==> src/rtl/shift_pkg.sv <==
// Shared definitions for the universal shift register: mode encodings and
// a classifier for the ops that advance the frame counter.
package shift_pkg;

  localparam int unsigned MODE_W = 3;

  localparam logic [MODE_W-1:0] MODE_HOLD  = 3'b000;
  localparam logic [MODE_W-1:0] MODE_SHL   = 3'b001;
  localparam logic [MODE_W-1:0] MODE_SHR   = 3'b010;
  localparam logic [MODE_W-1:0] MODE_ROL   = 3'b011;
  localparam logic [MODE_W-1:0] MODE_ROR   = 3'b100;
  localparam logic [MODE_W-1:0] MODE_LOAD  = 3'b101;
  localparam logic [MODE_W-1:0] MODE_CLEAR = 3'b110;

  function automatic logic is_shift_op(input logic [MODE_W-1:0] m);
    return (m == MODE_SHL) || (m == MODE_SHR) || (m == MODE_ROL) || (m == MODE_ROR);
  endfunction

endpackage

==> src/rtl/shift_frame_cnt.sv <==
// Frame counter: counts shift-class ops modulo WIDTH and pulses frame_done
// for one cycle on the wrap from WIDTH-1 back to 0.
module shift_frame_cnt #(
  parameter int unsigned WIDTH = 4
) (
  input  logic                     clk,
  input  logic                     rst,
  input  logic                     adv,
  input  logic                     clr,
  output logic [$clog2(WIDTH)-1:0] cnt,
  output logic                     frame_done
);

  localparam int unsigned CNT_W = $clog2(WIDTH);
  localparam logic [CNT_W-1:0] CNT_MAX = CNT_W'(WIDTH - 1);

  logic [CNT_W-1:0] cnt_q, cnt_d;
  logic             frame_done_q, frame_done_d;

  always_comb begin
    cnt_d        = cnt_q;
    frame_done_d = 1'b0;
    if (clr) begin
      cnt_d = '0;
    end else if (adv) begin
      if (cnt_q == CNT_MAX) begin
        cnt_d        = '0;
        frame_done_d = 1'b1;
      end else begin
        cnt_d = cnt_q + CNT_W'(1);
      end
    end
  end

  always_ff @(posedge clk or posedge rst) begin
    if (rst) begin
      cnt_q        <= '0;
      frame_done_q <= 1'b0;
    end else begin
      cnt_q        <= cnt_d;
      frame_done_q <= frame_done_d;
    end
  end

  assign cnt        = cnt_q;
  assign frame_done = frame_done_q;

endmodule

==> src/rtl/shift_univ.sv <==
// Parametrised universal shift register with serial I/O at both ends,
// parallel load/clear, and a per-WIDTH-shifts frame pulse.
module shift_univ
  import shift_pkg::*;
#(
  parameter int unsigned WIDTH = 4
) (
  input  logic                     clk,
  input  logic                     rst,
  input  logic                     en,
  input  logic [MODE_W-1:0]        mode,
  input  logic                     sin_l,
  input  logic                     sin_r,
  input  logic [WIDTH-1:0]         pdata,
  output logic [WIDTH-1:0]         q,
  output logic                     sout_msb,
  output logic                     sout_lsb,
  output logic [$clog2(WIDTH)-1:0] cnt,
  output logic                     frame_done
);

  logic [WIDTH-1:0] q_q, q_d;
  logic             adv, clr;

  // Reserved encoding 111 falls through to default and behaves as HOLD.
  always_comb begin
    q_d = q_q;
    adv = 1'b0;
    clr = 1'b0;
    if (en) begin
      adv = is_shift_op(mode);
      case (mode)
        MODE_SHL:   q_d = {q_q[WIDTH-2:0], sin_r};
        MODE_SHR:   q_d = {sin_l, q_q[WIDTH-1:1]};
        MODE_ROL:   q_d = {q_q[WIDTH-2:0], q_q[WIDTH-1]};
        MODE_ROR:   q_d = {q_q[0], q_q[WIDTH-1:1]};
        MODE_LOAD: begin
          q_d = pdata;
          clr = 1'b1;
        end
        MODE_CLEAR: begin
          q_d = '0;
          clr = 1'b1;
        end
        default:    q_d = q_q;
      endcase
    end
  end

  always_ff @(posedge clk or posedge rst) begin
    if (rst) q_q <= '0;
    else     q_q <= q_d;
  end

  assign q        = q_q;
  assign sout_msb = q_q[WIDTH-1];
  assign sout_lsb = q_q[0];

  shift_frame_cnt #(
    .WIDTH(WIDTH)
  ) u_frame_cnt (
    .clk       (clk),
    .rst       (rst),
    .adv       (adv),
    .clr       (clr),
    .cnt       (cnt),
    .frame_done(frame_done)
  );

endmodule
==> config.mk <==
export PLATFORM = sky130hd
export DESIGN_NAME = shift_univ
export DESIGN_NICKNAME = d
export VERILOG_FILES = /design/src/rtl/shift_pkg.sv /design/src/rtl/shift_frame_cnt.sv /design/src/rtl/shift_univ.sv
export SDC_FILE = /design/constraint.sdc
export NUM_CORES = 1
export LEC_CHECK = 0
export ABC_AREA = 1
export CAP_MARGIN = 25
export CORE_MARGIN = 2
export CORE_UTILIZATION = 28
export DETAILED_ROUTE_END_ITERATION = 8
export PLACE_DENSITY = 0.55
export REMOVE_ABC_BUFFERS = 1
export SYNTH_ARGS = -nofsm -noshare
export SYNTH_HDL_FRONTEND = slang
export SYNTH_HIERARCHICAL = 1
export SYNTH_SLANG_ARGS = --single-unit
==> constraint.sdc <==
create_clock -name clk -period 1 [get_ports clk]
set_input_delay 0.2 -clock clk [delete_from_list [all_inputs] [get_ports clk]]
set_output_delay 0.2 -clock clk [all_outputs]
set_load 0.05 [all_outputs]
==> impl_metrics.py <==
metrics = {
    "clock_network": {
        "cts_tree": "done",
        "cts-root-buf": "clkbuf_4",
        "clk_latency_ns": 0.24,
        "ctsHoldBuffers": 0,
        "clk_path_buf_depth": 2,
        "cts_buffers": 3,
        "htree_num_levels": 1,
        "clkSinkCount": 7,
        "cts.clk_slew.worst_paths_ns": 0.05,
    },
    "floorplanning": {
        "rows": 16,
        "pin_count": 21,
        "die_h_um": 50.65,
        "start_util_pct": 30.44,
        "dieArea_um2": 2565,
        "die_width_um": 50.65,
        "coreArea_um2": 2002,
    },
    "synthesis": {
        "ys_types": 18,
        "ys_ff_latch": 7,
        "avgSynthCellArea_um2": 6.552,
        "syn_area_um2": 609.3,
        "yosys_warnings": 6,
        "yosys.area.top_type_share_pct": 28.75,
        "ys_top_cells_by_area": "dfrtp_1, nand2_1, nand3_1",
        "synth_top_cell_by_area": "dfrtp_1",
        "yosysSeqAreaShare_pct": 28.75,
        "syn_inst": 93,
    },
    "drt": {
        "antenna_left": 0,
        "vias": 725,
        "dr.first_iter.drc_count": 6,
        "drt-wirelength-per-cell_um": 11.12,
        "route.detailed.drc": 0,
        "drt-total-wl_um": 1801,
        "firstDrtPassIters": 4,
        "via_per_inst": 4.475,
    },
    "setup_path": {
        "crit_family": "flip-flops",
        "critPathRequiredTime_ns": 0.80,
        "startpoint_type": "register",
        "slowest_stage": "dfrtp_1",
        "cp_max_fo": 3,
        "arrival_ns": 0.92,
        "crit_chain": "buf_6 -> buf_12",
        "timing.critical_path.buf_inv": 2,
        "path_class": "register to output pin",
        "slowest_delay_ns": 0.40,
        "end_kind": "output pin",
    },
    "sta": {
        "maxClockFrequency_ghz": 0.8920,
        "maxSlewHeadroom_pct": 87.77,
        "final_max_slew_viol_count": 0,
        "setup_viol": 11,
        "tightest_slew_ns": 0.1829,
        "hold_viol": 0,
        "fin_setup_tns_ns": -0.8995,
        "fin_skew_ns": 0.002021,
        "finalCriticalPeriod_ns": 1.121,
        "fin_crit_sh_pct": 112.1,
        "fin_hold_ws_ns": 0.1515,
        "rsz0062_at_grt": "yes",
        "setup_slack_ns": -0.1211,
    },
    "placement": {
        "dp.cells": 152,
        "dp_hpwl_um": 1414,
        "pre_cts_ws_ns": -0.6060,
        "io_buffers": 20,
        "gp_congestion": 0.8892,
    },
    "run_status": {
        "violations": "negative setup slack",
        "outcome": "finished with violations",
    },
    "grt": {
        "grt_max_degree": 7,
        "antenna_found_initial": 0,
        "grt.total_usage_pct": 15.64,
        "overflow": 0,
        "grt_pass1_vias": 748,
        "grt_pass1_wl_um": 3091,
    },
    "finish": {
        "final_cell_mix": "nand2_1, buf_4, buf_12, buf_6",
        "syn2layout_area_growth_pct": 87.48,
        "fillers": 192,
        "finalNonFillerCells": 162,
        "num_antenna_cells": 0,
        "layout.nets": 149,
        "final_common_cell": "nand2_1",
        "drive_gt1_share_pct": 45.19,
    },
    "min_path": {
        "min-delay-path-class": "input port to asynchronous set/reset pin",
    },
    "power_and_ir_drop": {
        "p_leak_nw": 0.6008,
        "powerDensity_nw_per_um2": 1761,
        "ir_worst_vdd_mv": 1.504,
        "power_mw": 2.012,
    },
    "job": {
        "drv_cap": 0,
    },
}
[flip-flops by register name, indices dropped and copies added (netlist names)]
register,flops
q,4
u_frame_cnt/cnt,2
u_frame_cnt/frame_done,1
[stage by stage]
| stage | area (um2) | util [%] |
|---|---|---|
| after floorplan | 564.3 | - |
| after global placement | 1016 | 50.75 |
| after detailed placement | 1016 | 50.75 |
| after CTS | 1131 | 56.50 |
| after global routing | 1142 | 57.06 |
| final | 1142 | 57.06 |
[cells by family (layout without fill, tap and decap cells)]
logic type | Yosys count | after routing | share of synthesized area (%)
flip-flops | 7 | 7 | 28.75
AO/OA/AOI/OAI | 1 | 1 | 0.8206
buffers and inverters | 20 | 62 | 17.45
adder cells (fa/ha/maj) | 1 | 1 | 2.053
AND/OR/NAND/NOR | 64 | 64 | 50.92
[path summary, 6_finish.rpt]
| path | slack (ns) | start | cells past startpoint | endpoint |
|---|---|---|---|---|
| setup / recovery | -0.12 | q[0]$_DFFE_PP0P_ | 2 | sout_lsb |
| hold / removal | 0.15 | rst | 2 | u_frame_cnt/cnt[0]$_DFFE_PP0P_ |
| setup reg to reg | -0.07 | q[0]$_DFFE_PP0P_ | 7 | q[1]$_DFFE_PP0P_ |
| hold reg to reg | 0.61 | u_frame_cnt/cnt[0]$_DFFE_PP0P_ | 3 | u_frame_cnt/cnt[0]$_DFFE_PP0P_ |
| max in group asynchronous | 0.69 | rst | 2 | q[3]$_DFFE_PP0P_ |
| min in group clk | 0.46 | mode[2] | 6 | q[0]$_DFFE_PP0P_ |
[cells in the mapped netlist (all sizes together)]
cell type,count
nand4,7
o21ai,1
nand2,34
buf,5
dfrtp,7
nor2,11
ha,1
inv,15
nand3b,1
nand3,11
[cell type report]
type	count	area (um2)	area share [%]
Timing Repair Buffer	43	486.7	42.61
Inverter	15	61.31	5.367
Multi-Input combinational cell	66	357.8	31.33
Tap cell	27	33.78	2.957
Clock buffer	4	26.28	2.300
Sequential cell	7	176.4	15.44
[timing repair]
action	CTS	global route
buffers inserted	7	0
resized for setup	20	9
setup endpoints to repair	16	16
endpoints found under the hold margin	0	0
pin swaps	2	3
[metal layers]
| layer | GRT usage, % | vias to the layer above | wire length, um | share of wire, % |
|---|---|---|---|---|
| met1 | 18.21 | 314 | 751 | 42 |
| met3 | 2.976 | 4 | 135 | 7.5 |
| met2 | 27.63 | 33 | 889 | 49 |
| met5 | 0 | - | 0 | 0 |
| li1 | - | 374 | - | - |
| met4 | 6.757 | 0 | 25 | 1.4 |
[worst register-to-register path, cell delays in order, from the launching register on]
cell and delay, ns:
dfrtp_1 0.40, buf_6 0.13, nand4_1 0.08, nand2_1 0.06, nor2_1 0.10, nand3_1 0.08, nand2_1 0.06, nand2_1 0.05
[where the power goes]
group / switching (mW) / total [mW] / leakage (nW) / internal, mW
sequential: 0.0644 / 0.417 / 0.0887 / 0.353
clock: 0.0905 / 0.242 / 0.0150 / 0.151
combinational: 0.657 / 1.35 / 0.497 / 0.696
(Power assumes the default switching activity.)
